[src/rtl/adder_if.sv]
// Operand/result bundle for the registered add/subtract unit.
interface adder_if #(
   parameter int unsigned WORD_WIDTH = 16
);
   logic                  in_valid;
   logic                  sub;
   logic [WORD_WIDTH-1:0] A;
   logic [WORD_WIDTH-1:0] B;
   logic [WORD_WIDTH-1:0] out;
   logic                  out_valid;
   logic                  overflow;

   // Producer of operands, consumer of results.
   modport master (
      output in_valid, sub, A, B,
      input  out, out_valid, overflow
   );

   // The arithmetic unit itself.
   modport slave (
      input  in_valid, sub, A, B,
      output out, out_valid, overflow
   );
endinterface

[src/rtl/adder.sv]
// Registered signed add/subtract with overflow detection and optional saturation.
module adder #(
   parameter int unsigned WORD_WIDTH = 16,
   parameter bit          SATURATE   = 1'b0
) (
   input logic    clk,
   input logic    rst,
   adder_if.slave bus
);
   localparam int unsigned SUM_W = WORD_WIDTH + 1;
   localparam int unsigned MSB   = WORD_WIDTH - 1;

   logic [WORD_WIDTH-1:0] w_b_op;
   logic [SUM_W-1:0]      w_sum;
   logic [WORD_WIDTH-1:0] w_wrapped;
   logic                  w_ovf;
   logic [WORD_WIDTH-1:0] w_sat_val;
   logic [WORD_WIDTH-1:0] w_result;

   logic [WORD_WIDTH-1:0] r_out;
   logic                  r_overflow;
   logic                  r_out_valid;

   // Two's-complement sum at one extra bit; subtraction as A + ~B + 1.
   always_comb begin
      w_b_op    = bus.sub ? ~bus.B : bus.B;
      w_sum     = {bus.A[MSB], bus.A} + {w_b_op[MSB], w_b_op} + SUM_W'(bus.sub);
      w_wrapped = w_sum[WORD_WIDTH-1:0];
   end

   // Signed overflow: operands effectively share a sign that the wrapped result lost.
   always_comb begin
      w_ovf = 1'b0;
      if (bus.sub) begin
         w_ovf = (bus.A[MSB] != bus.B[MSB]) && (w_wrapped[MSB] != bus.A[MSB]);
      end else begin
         w_ovf = (bus.A[MSB] == bus.B[MSB]) && (w_wrapped[MSB] != bus.A[MSB]);
      end
   end

   // Clamp toward the sign of A when saturating, otherwise pass the wrapped sum.
   always_comb begin
      w_sat_val = {bus.A[MSB], {(WORD_WIDTH-1){~bus.A[MSB]}}};
      w_result  = w_wrapped;
      if (SATURATE && w_ovf) begin
         w_result = w_sat_val;
      end
   end

   // Output registers: reset clears, valid loads, idle holds result and flag.
   always_ff @(posedge clk) begin
      if (rst) begin
         r_out       <= '0;
         r_overflow  <= 1'b0;
         r_out_valid <= 1'b0;
      end else begin
         r_out_valid <= bus.in_valid;
         if (bus.in_valid) begin
            r_out      <= w_result;
            r_overflow <= w_ovf;
         end
      end
   end

   assign bus.out       = r_out;
   assign bus.overflow  = r_overflow;
   assign bus.out_valid = r_out_valid;
endmodule

[src/flat_wrapper.sv]
// flat-port wrapper written by rule: the top's interface ports become plain ports
module adder_flat 
#(
   parameter int unsigned WORD_WIDTH = 16,
   parameter bit          SATURATE   = 1'b0
)
  (clk, rst, bus_in_valid, bus_sub, bus_A, bus_B, bus_out, bus_out_valid, bus_overflow);
  adder_if #(.WORD_WIDTH(WORD_WIDTH)) bus_i ();
  input logic clk;
  input logic rst;
  input wire logic [$bits(bus_i.in_valid)-1:0] bus_in_valid;
  input wire logic [$bits(bus_i.sub)-1:0] bus_sub;
  input wire logic [$bits(bus_i.A)-1:0] bus_A;
  input wire logic [$bits(bus_i.B)-1:0] bus_B;
  output wire logic [$bits(bus_i.out)-1:0] bus_out;
  output wire logic [$bits(bus_i.out_valid)-1:0] bus_out_valid;
  output wire logic [$bits(bus_i.overflow)-1:0] bus_overflow;
  assign bus_i.in_valid = bus_in_valid;
  assign bus_i.sub = bus_sub;
  assign bus_i.A = bus_A;
  assign bus_i.B = bus_B;
  assign bus_out = bus_i.out;
  assign bus_out_valid = bus_i.out_valid;
  assign bus_overflow = bus_i.overflow;
  adder #(.WORD_WIDTH(WORD_WIDTH), .SATURATE(SATURATE)) u_core (.clk(clk), .rst(rst), .bus(bus_i));
endmodule
[config.mk]
export PLATFORM = sky130hd
export DESIGN_NAME = adder_flat
export DESIGN_NICKNAME = d
export VERILOG_FILES = /design/src/rtl/adder_if.sv /design/src/rtl/adder.sv /design/src/flat_wrapper.sv
export SDC_FILE = /design/constraint.sdc
export NUM_CORES = 1
export LEC_CHECK = 0
export CAP_MARGIN = 20
export CORE_ASPECT_RATIO = 0.5
export CORE_MARGIN = 2
export CORE_UTILIZATION = 30
export DETAILED_ROUTE_END_ITERATION = 7
export PLACE_DENSITY = 0.66
export SLEW_MARGIN = 20
export SYNTH_ARGS = -nofsm -noshare
export SYNTH_HDL_FRONTEND = slang
export SYNTH_SLANG_ARGS = --single-unit
[constraint.sdc]
create_clock -name clk -period 5.55 [get_ports clk]
set_input_delay 1.11 -clock clk [delete_from_list [all_inputs] [get_ports clk]]
set_output_delay 1.11 -clock clk [all_outputs]
set_load 0.05 [all_outputs]
After elaboration in Yosys (flattened, before gate mapping)
Cells that the tools add are included.

word-level totals
  memory bits (read-only) = 0
  output and inout bits = 18
  register bits after elaboration = 18
  memories kept = 0
  word-level logic and storage cells = 13
  bits in writable memories = 0
  latch bits = 0

operators by class
  eq/ne operators = 3
  div/mod/pow operators = 0
  multiplexer cells = 2
  shift operators = 0
  magnitude comparators = 0
  reductions and logical operators = 2
  multipliers = 0
  bitwise operators = 1
  add/sub/neg operators = 2

operators by type and width
  kind                 number
  $add A16 B1 Y16      1
  $add A16 B16 Y16     1
  $mux W16             1
  $not A16 Y16         1
  $logic_and A1 B1 Y1  2
  $ne A1 B1 Y1         2
  $eq A1 B1 Y1         1
  $mux W1              1

Logic depth before layout (Yosys ltp)
Gate-level depths: netlist (run 1).

  depth in word-level cells = 7
  depth in mapped cells = 11

Worst setup path before layout (run 1)
OpenSTA, ideal clock, no wires.

  kind = in2reg
  start point = input port bus_sub
  end point = register u_core.r_overflow (netlist: u_core.bus.overflow)
  arrival = 3.447 ns
  setup time = 0.091 ns
  required time = 5.459 ns
  path slack = 2.012 ns
  stages on the path = 11
  cells stage by stage = buf_6 > clkbuf_1 > xor2_1 > ha_1 > a21oi_1 > and2b_1 > a311o_1 > o21ai_2 > a31oi_2 > nand3b_1 > a311oi_1

on the way
  word-level cells in the longest chain between the ends = 6
  elaborated cells on any way between the ends = 7
  classes of those cells = add/sub (2); eq/ne (1); mux (2); reduce/logical (2)

ends and longest elaborated chain
  item                                    RTL line                  RTL
  start: declaration                      flat_wrapper.sv:12        input wire logic [$bits(bus_i.sub)-1:0] bus_sub;
  $mux W16                                adder.sv:26               w_b_op = bus.sub ? ~bus.B : bus.B;
  $add A16 B16 Y16                        adder.sv:27               w_sum = {bus.A[MSB], bus.A} + {w_b_op[MSB], w_b_op} + SUM_W'(bus.sub);
  $add A16 B1 Y16                         adder.sv:27
  $ne A1 B1 Y1                            adder.sv:35, adder.sv:37
  $logic_and A1 B1 Y1 (on tied branches)  adder.sv:37, adder.sv:35
  $mux W1 (*)                             adder.sv:34               if (bus.sub) begin
  end signal: assignment                  adder.sv:60               r_overflow <= w_ovf;
  end: declaration                        adder.sv:21               logic r_overflow;

Every way passes the cells marked *; elsewhere a longest branch is shown, timed or not.
A chain may end at the register's enable or synchronous reset.

Worst setup path after layout (run 1)
Same ends and word-level chain as after synthesis.

==> results of run 1 <==
-- power groups by stage --
| stage | registers (uW) | clock network [uW] | logic, uW |
|---|---|---|---|
| global route | 157 | 118 | 316 |
| CTS | 155 | 114 | 292 |
| finish | 154 | 110 | 290 |
| detailed placement | 158 | 0 | 290 |
| global placement | 157 | 0 | 286 |
| floorplan | 217 | 0 | 144 |
-- sequential cells by signal, indices dropped and copies added (netlist names) --
register	count
u_core.bus.out	16
u_core.bus.out_valid	1
u_core.bus.overflow	1
-- layout by cell type (no fill, tap or decap), types with 6 or more instances in the layout --
master	instances
clkdlybuf4s50_1	52
xor2_1	20
nor2_1	20
dfxtp_1	18
ha_1	15
xnor2_1	8
a21oi_1	8
nand2_1	7
nand2b_1	7
o21ai_0	6
mux2i_1	6
-- cells in the mapped netlist (2+ instances only) --
| master | count |
|---|---|
| a21oi_1 | 8 |
| buf_6 | 3 |
| inv_1 | 3 |
| o221ai_1 | 2 |
| o211ai_1 | 3 |
| nor2_1 | 20 |
| nand2b_1 | 7 |
| and2_1 | 3 |
| nor3b_1 | 2 |
| ha_1 | 15 |
| mux2i_1 | 6 |
| o21a_1 | 3 |
| o21ai_0 | 6 |
| xnor2_1 | 8 |
| o22ai_1 | 3 |
| nand2_1 | 7 |
| dfxtp_1 | 18 |
| buf_4 | 2 |
| a211oi_1 | 4 |
| xor2_1 | 20 |
| a21o_1 | 4 |
| nor2b_1 | 2 |
| nand3_1 | 3 |
| clkbuf_1 | 2 |
-- metrics by stage --
stage / utilization / power [uW] / area, um2 / hold WS, ns
CTS: 0.439 / 561 / 2180 / 0.486
floorplan: - / 361 / 1560 / 0.690
finish: 0.438 / 555 / 2170 / 0.479
detailed placement: 0.428 / 447 / 2120 / 0.473
global placement: 0.428 / 443 / 2120 / 0.457
global route: 0.438 / 591 / 2170 / 0.513
-- per-layer routing --
| layer | track usage | wire length [um] | share of wire | vias up |
|---|---|---|---|---|
| met5 | 0 | 0 | 0 | - |
| met4 | 0.0329 | 27 | 0.0071 | 0 |
| met3 | 0.0328 | 145 | 0.038 | 2 |
| met2 | 0.254 | 1810 | 0.48 | 22 |
| met1 | 0.168 | 1800 | 0.48 | 642 |
| li1 | - | - | - | 733 |
-- cells by family (layout without fill, tap and decap cells) --
kind of cell | count (synthesis) | after routing
DFF | 18 | 18
xor gates and xnor gates | 28 | 28
muxes | 7 | 7
adders and majority gates | 16 | 16
AOI/OAI and AO/OA | 44 | 44
and+or+nand+nor | 54 | 54
buffers and inverters | 10 | 60
-- tightest hold or removal path: cells and delay by family (launching register included) --
| kind | cells | cell delay, ns |
|---|---|---|
| compound gates | 1 | 0.05 |
| simple gates | 1 | 0.06 |
| flops | 1 | 0.32 |
-- path summary, 6_finish.rpt --
check	cells after the start	from	to
max	10	bus_sub	u_core.bus.overflow
max reg2reg	3	u_core.bus.out[14]	u_core.bus.out[14]
min	2	u_core.bus.out[10]	u_core.bus.out[10]
min reg2reg	2	u_core.bus.out[10]	u_core.bus.out[10]
-- cell type report --
class,instances,area share
Clock buffer,4,0.0254
Inverter,3,0.00519
Multi-Input combinational cell,149,0.521
Sequential cell,18,0.166
Tap cell,70,0.0403
Timing Repair Buffer,53,0.242
==> out/results.ini, run 1 <==
[synthesis]
syn-instance-count = 177
synth.distinct_cells = 47
synth_area_leader_cell = dfxtp_1
async_flop_share = 0
synth_area_um2 = 1560
synth-edff-count = 0
synth_mux_area_frac = 0.0474
synth_ff_type = dfxtp_1
synth-simple-area-share = 0.185
yosys_register_bits = 18
ys_seq_area_frac = 0.231
synth_top_family_by_area = compound AO/OA/AOI/OAI gates
yosysTopAreaCellShare = 0.231
synth_fp_nets = 229
synth-xor-area-share = 0.157
netlist_top_cells_area = dfxtp_1 (23%), ha_1 (12%), xor2_1 (11%)
synth_compound_area_frac = 0.203
yosysWarnings = 0
synthAdderAreaFrac = 0.133
syn_area_per_cell_um2 = 8.81

[power_and_ir_drop]
peakVddDrop_mv = 0.105
p_per_area_nw_per_um2 = 255
combPwrFrac = 0.523
power_frac_seq = 0.278
pwr-share-clk = 0.198
internal_power_uw = 335
power.leakage_uw = 0.000875
swShare = 0.397
netSwitchingPower_uw = 220

[floorplan]
die_h_um = 55.0
coreArea_um2 = 4950
die_x_um = 106
row_count = 18
die_area_um2 = 5820
pin_count = 54
initial_core_util = 0.315

[finish]
multi_input_area_um2 = 1130
syn2layout_area_growth_pct = 39.2
nets = 280
layout.cells.non_filler = 297
seq_area_um2 = 360
n_antenna_cell = 0
fill_cells = 500
drive_gt1_frac = 0.0529

[critical_path]
crit_family = buffers and inverters
r2r_setup_slack_ns = 4.69
cp_max_fo = 16
endpoint_kind = register
crit_buf_inv = 1
slowest_stage = clkdlybuf4s50_1
slowest_delay_ns = 1.08
crit_path_start_kind = input pin
worst_ep_required_time_ns = 5.70
crit_chain = clkdlybuf4s50_1, xor2_1, ha_1, a21oi_1, and2b_1, a311o_1, o21ai_2, a31oi_2, nand3b_1, a311oi_1
critical_path_class = in -> reg
cp.arrival_ns = 4.20

[placed_design]
port_buffers = 53
place_congestion = 0.761
place_hpwl_um = 2970
preCtsSetupSlack_ns = 1.17
dp_cells = 293

[detailed_routing]
drc = 0
post_drt_via_cell_ratio = 4.71
dr.pass1.iters = 4
num_vias = 1399
initialDrtViolationCount = 52
wirelength_um = 3780
drtAntennaViolNets = 0
avgRoutedWirePerCell_um = 12.7

[cts]
cts.clk_slew.worst_paths_ns = 0.08
cts.sinks = 18
cts_tree = built
cts_setup_buffers = 0
cts_buffer_depth = 2
cts_hold_buf = 0
htree_num_levels = 1
post_cts_resized = 0
clk_latency_ns = 0.26
numCtsBuffers = 3
root_buffer = clkbuf_8

[grt]
grt_pass1_vias = 1362
grt_max_degree = 30
antenna_found_initial = 0
overflow = 0
grt_pass1_wl_um = 6270
grtUsageTotal = 0.137

[sta]
fin_setup_tns_ns = 0
slew_viol_final = 0
worst_slack_ns = 1.50
period_minus_slack_ns = 4.05
hold_viol_final = 0
setup_viol = 0
max_freq_mhz = 247
rsz0062_at_grt = no
post-route-period-util = 0.729
slew_headroom = 0.386
clock_skew_ns = 0
tightest_slew_ns = 0.919

[run_status]
status = finished clean

[hold_path]
hp-class = reg -> reg

[job]
maxCapViolations = 0

No activity file was read; power rests on OpenSTA's default activity.
==> run 2, diff against run 1 <==
- PLACE_DENSITY: 0.66 -> 0.68
- clock period: 5.55 -> 3.49 ns (I/O delays scaled with it)
==> out/results.ini, run 2 (same netlist as run 1, synthesis figures left out) <==
[grt]
grt_pass1_vias = 1288  ; was 1,362
grt_max_degree = 24  ; was 30
antenna_found_initial = 0  ; unchanged
grtUsageTotal = 0.128  ; was 0.137
grt_pass1_wl_um = 5820  ; was 6270 um
overflow = 0  ; unchanged

[critical_path]
cp.arrival_ns = 3.36  ; was 4.20 ns
cp_max_fo = 16  ; unchanged
critical_path_class = in -> reg  ; unchanged
r2r-start = u_core.bus.out[14]  ; unchanged
r2r_setup_slack_ns = 2.63  ; was 4.69 ns
worst_ep_required_time_ns = 3.64  ; was 5.70 ns
regToRegEndpoint = u_core.bus.out[14]  ; unchanged
crit_path_start_kind = input pin  ; unchanged
endpoint_kind = register  ; unchanged
reg2regPathDepth = 3  ; unchanged

[finish]
nets = 283  ; was 280
multi_input_area_um2 = 1130  ; unchanged
fin_util = 0.446  ; was 0.438
fill_cells = 513  ; was 500
largest_reg_flops = 16  ; unchanged
seq_area_um2 = 360  ; unchanged
final_cell_mix = clkdlybuf4s50_1 (53), xor2_1 (20), nor2_1 (20), dfxtp_1 (18), ha_1 (15)  ; was clkdlybuf4s50_1 (52), xor2_1 (20), nor2_1 (20), dfxtp_1 (18), ha_1 (15)
final_common_cell = clkdlybuf4s50_1  ; unchanged
drive_gt1_frac = 0.0609  ; was 0.0529
n_antenna_cell = 0  ; unchanged
syn2layout_area_growth_pct = 41.8  ; was 39.2%

[power_and_ir_drop]
peakVddDrop_mv = 0.163  ; was 0.105 mV
power.leakage_uw = 0.000894  ; was 0.000875 uW
p_per_area_nw_per_um2 = 400  ; was 255 nW/um2

[cts]
htree_num_levels = 1  ; unchanged
cts_setup_buffers = 0  ; unchanged
root_buffer = clkbuf_8  ; unchanged
cts_hold_buf = 0  ; unchanged
numCtsBuffers = 3  ; unchanged
cts.sinks = 18  ; unchanged
cts.clk_slew.worst_paths_ns = 0.07  ; was 0.08 ns
cts_tree = built  ; unchanged
post_cts_resized = 0  ; unchanged
cts_buffer_depth = 2  ; unchanged
clk_latency_ns = 0.26  ; about the same

[floorplan]
die_area_um2 = 5820  ; unchanged
initial_core_util = 0.315  ; unchanged
die_x_um = 106  ; unchanged
die_h_um = 55.0  ; unchanged
coreArea_um2 = 4950  ; unchanged
row_count = 18  ; unchanged
pin_count = 54  ; unchanged

[detailed_routing]
drtAntennaViolNets = 0  ; unchanged
initialDrtViolationCount = 68  ; was 52
drc = 0  ; unchanged
num_vias = 1432  ; was 1,399
avgRoutedWirePerCell_um = 12.1  ; was 12.7 um
post_drt_via_cell_ratio = 4.77  ; was 4.71
dr.pass1.iters = 4  ; unchanged
wirelength_um = 3640  ; was 3780 um

[placed_design]
port_buffers = 53  ; unchanged
place_congestion = 0.789  ; was 0.761
place_hpwl_um = 2960  ; was 2970 um

[sta]
setup_viol = 0  ; unchanged
max_freq_mhz = 312
post-route-period-util = 0.918
rsz0062_at_grt = no  ; unchanged
fin_setup_tns_ns = 0  ; unchanged
clock_skew_ns = 0  ; unchanged
hold_viol_final = 0  ; unchanged
slew_headroom = 0.471  ; was 0.386
period_minus_slack_ns = 3.20
slew_viol_final = 0  ; unchanged
whs_ns = 0.470  ; was 0.479 ns
tightest_slew_ns = 0.790  ; was 0.919 ns

[hold_path]
min_path_cells = 2  ; unchanged
hp-class = reg -> reg  ; unchanged
hp-start = u_core.bus.out[10]  ; unchanged
hold_path_end = u_core.bus.out[10]  ; unchanged

[run_status]
status = finished clean  ; unchanged

[job]
maxCapViolations = 0  ; unchanged

## run 2: changes by cell type in the layout (fill, tap and decap cells not counted), sizes merged
cell,delta
clkdlybuf4s50,+1
buf,+2
## run 2: layer usage
metal / vias to the layer above / wire length, um / global-route usage
met4: 0 / 27 / 0.0329
met2: 28 / 1760 / 0.238
met3: 2 / 148 / 0.0281
met1: 662 / 1710 / 0.158
met5: - / 0 / 0
li1: 740 / - / -
## run 2: layout make-up
cell class / count / area share
multi-input combinational: 149 / 0.512
timing repair buffer: 56 / 0.256
sequential: 18 / 0.163
tap: 70 / 0.0396
clock buffer: 4 / 0.0249
inverter: 3 / 0.00509
## run 2: power by group
part / switching, uW / total, uW / internal, uW
clock: 73.4 / 174 / 100
sequential: 13.7 / 247 / 233
combinational: 260 / 463 / 204
total: 347 / 884 / 537
## run 2: how the worst max path moves through the flow
stage,depth (start not counted),end,start,slack (ns)
after floorplan,11,u_core.bus.overflow,bus_sub,0.36
after global placement,11,u_core.bus.overflow,bus_sub,0.11
after detailed placement,11,u_core.bus.overflow,bus_sub,0.01
after CTS,11,u_core.bus.overflow,bus_sub,0.28
after global routing,12,u_core.bus.out[12],bus_sub,0.14
final,11,u_core.bus.overflow,bus_sub,0.29
## run 2: critical path, cell delays in order
cell	delay, ns
clkdlybuf4s50_1	0.50
buf_12	0.18
xor2_1	0.21
ha_1	0.28
a21oi_1	0.19
and2b_1	0.20
a311o_1	0.36
o21ai_2	0.19
a31oi_2	0.13
nand3b_1	0.17
a311oi_1	0.24
## run 2: through the flow
| step | setup WS [ns] | std cells | power, uW | area, um2 |
|---|---|---|---|---|
| global route | 0.140 | 300 | 945 | 2210 |
| detailed placement | 0.0106 | 296 | 716 | 2160 |
| floorplan | 0.364 | 177 | 574 | 1560 |
| global placement | 0.110 | 296 | 709 | 2160 |
| finish | 0.287 | 300 | 884 | 2210 |
| CTS | 0.277 | 300 | 895 | 2210 |
==> edit: new RTL, settings of run 2 <==
`SATURATE` is set to 1'b0 in 2 places; all go to 1'b1.
--- a/src/rtl/adder.sv
+++ b/src/rtl/adder.sv
@@ -3,3 +3,3 @@
    parameter int unsigned WORD_WIDTH = 16,
-   parameter bit          SATURATE   = 1'b0
+   parameter bit          SATURATE   = 1'b1
 ) (
--- a/src/flat_wrapper.sv
+++ b/src/flat_wrapper.sv
@@ -4,3 +4,3 @@
    parameter int unsigned WORD_WIDTH = 16,
-   parameter bit          SATURATE   = 1'b0
+   parameter bit          SATURATE   = 1'b1
 )
Check against the original RTL: not equivalent (a bounded check fails within 4 cycles, from zero or initial values and one cycle with rst high).
==> edit against run 2 <==
Area after synthesis increased by 6.3%. Total power is 15% higher. Worst setup slack got worse by 0.20 ns. Critical path type unchanged. Via count up 21%. Final area rose by 14%. Die area increased by 5.9%. Sequential cell count stayed put. Highest routed layer unchanged. Routed wire length up 29%.
==> edit: results (changes against run 2) <==
The tools report the total of fill cells in the finished design as 502 (-2.1%). The number of nets in the finished design came out at 337 (+19%). The number of port buffers was 53 (unchanged).

Flip-flop count of the largest register, all copies and words added: 16 (unchanged). The logs give 0 ns (unchanged) for the setup clock skew after layout and 0.865 (+9.6%) for the routability congestion estimate. The routed wire length was 4.71 mm (+29%).

The root cell of the clock tree is clkbuf_8. For the peak supply drop, the log shows 0.167 mV (+2.2%). The run finished with clean final reports.

The portion of the post-synthesis area used by sequential elements is 21.8% (-1.4 points), and the placed cell area is 0.00243 mm^2 (+13%). The maximum clock insertion buffer count was 2 (unchanged). After synthesis, the most frequently instantiated cells are 30 x nand2_1, 21 x xor2_1, 18 x dfxtp_1. The maximum single-stage delay on the critical path was 0.42 ns (-0.08 ns); the total global routing track utilization was 14.9% (+2.1 points). The wire length of the first global-routing pass is 7.53 mm (+30%). Share of flip-flops with an asynchronous set or reset: 0% (unchanged). The run gives 0 (unchanged) as the initial antenna violation count.

For the number of global-route vias before repair, the log shows 1,670 (+30%). The count of distinct cell types in the synthesized netlist was 46 (-2.1%); the proportion of layout cells with a drive suffix above 1 was 15.5% (+9.4 points). The tools report the static leakage as 1.03 nW (+15%).

The worst hold path belongs to the class reg -> reg. The tools report the TritonCTS buffer count as 3 (unchanged). In the post-synthesis netlist, the biggest area contributors are dfxtp_1 22%, ha_1 11%, xor2_1 11%. The setup slack at placement is -0.187 ns (-0.197 ns), and the switching component of the power is 0.000414 W (+19%). The clock-pin slew reported for the worst setup and hold paths after clock tree synthesis came out at 0.07 ns (about the same).

The maximum number of pins on one net before global-route repair is 16 (-33%), and the net count after synthesis is 261 (+14%). The maximum fanout along the worst path is 9 (-7). For the insertion delay to the later sink of the worst-skew pair, the log shows 0.25 ns.

The tools report the signal arrival time at the worst endpoint as 3.52 ns (+0.16 ns). The number of iterations in the first detailed-routing pass came out at 4 (unchanged). The post-DP HPWL came out at 3.93 mm (+33%). The count of synthesis-stage warnings from yosys was 0 (unchanged). The slew of the pin with the lowest slew margin works out to 0.675 ns (-0.115 ns). The master of the slowest instance on the critical path is clkdlybuf4s50_1. The tools report the overall via count from detail_route as 1,732 (+21%). The tools report the number of DRC violations after detailed-routing iteration 0 as 66 (-2.9%).
==> edit: cell count changes in the layout (fill, tap and decap cells not counted), sizes merged, moves of 4 or more <==
cell   change
a21oi      +7
a31oi      +9
buf       +24
inv        +4
mux2i      -6
nand2     +23
nand4      +4
nor2       -6
==> edit: metal layers <==
layer	routed length, um	global-route usage (%)	share of wire (%)	vias up
li1	-	-	-	906
met1	2450	22.1	52	792
met2	2100	24.5	44	32
met3	136	0.465	2.9	2
met4	22	2.20	0.47	0
met5	0	0	0	-
==> edit: worst paths after layout <==
| kind | from | slack (ns) | depth (start not counted) | endpoint |
|---|---|---|---|---|
| worst max-delay path | bus_sub | 0.08 | 12 | u_core.bus.out[2] |
| worst min register to register | u_core.bus.out[14] | 0.48 | 2 | u_core.bus.out[14] |
| worst max register to register | u_core.bus.out[0] | 2.79 | 2 | u_core.bus.out[0] |
| worst min-delay path | u_core.bus.out[14] | 0.48 | 2 | u_core.bus.out[14] |
==> edit: area by class of cell <==
cell class	instances	area [um^2]	share of cell area, %
clock buffers	4	55.1	2.19
well taps	73	91.3	3.63
inverters	7	26.3	1.04
flip-flops and latches	18	360	14.3
multi-input cells	175	1250	49.7
repair buffers	80	733	29.1
==> edit: kinds of logic (layout without fill, tap and decap cells) <==
kind of cell,Yosys count,count (layout),share of synthesized area [%]
compound gates,58,58,25.3
flops,18,18,21.8
buf+inv,16,91,4.23
simple gates,74,74,21.1
xor+xnor,26,26,13.7
fa+ha+maj,16,16,12.5
mux,1,1,1.36
==> edit: timing repair <==
| item | CTS | global route |
|---|---|---|
| setup buffers | 0 | 1 |
| endpoints found under the setup margin | 0 | 6 |
| hold buffers | 0 | 0 |
| resized for setup | 0 | 7 |
==> edit: critical path: cells and delay by family <==
| kind | cells | cell delay, ns |
|---|---|---|
| AO/OA/AOI/OAI | 6 | 1.38 |
| AND/OR/NAND/NOR | 1 | 0.16 |
| buffers and inverters | 3 | 0.78 |
| XOR/XNOR | 1 | 0.16 |
| adder cells (fa/ha/maj) | 1 | 0.34 |
==> edit: power by group through the flow <==
stage	Sequential, W	Clock, W	Combinational, W
floorplan	0.000361	0	0.000252
finish	0.000253	0.000168	0.000595
global placement	0.000256	0	0.000573
global route	0.000257	0.000171	0.000641
detailed placement	0.000258	0	0.000579
CTS	0.000254	0.000167	0.000582
==> edit: stage by stage <==
step,total power [W],std cells
floorplan,0.000613,209
global placement,0.000829,352
detailed placement,0.000837,352
CTS,0.00100,356
global route,0.00107,357
finish,0.00102,357
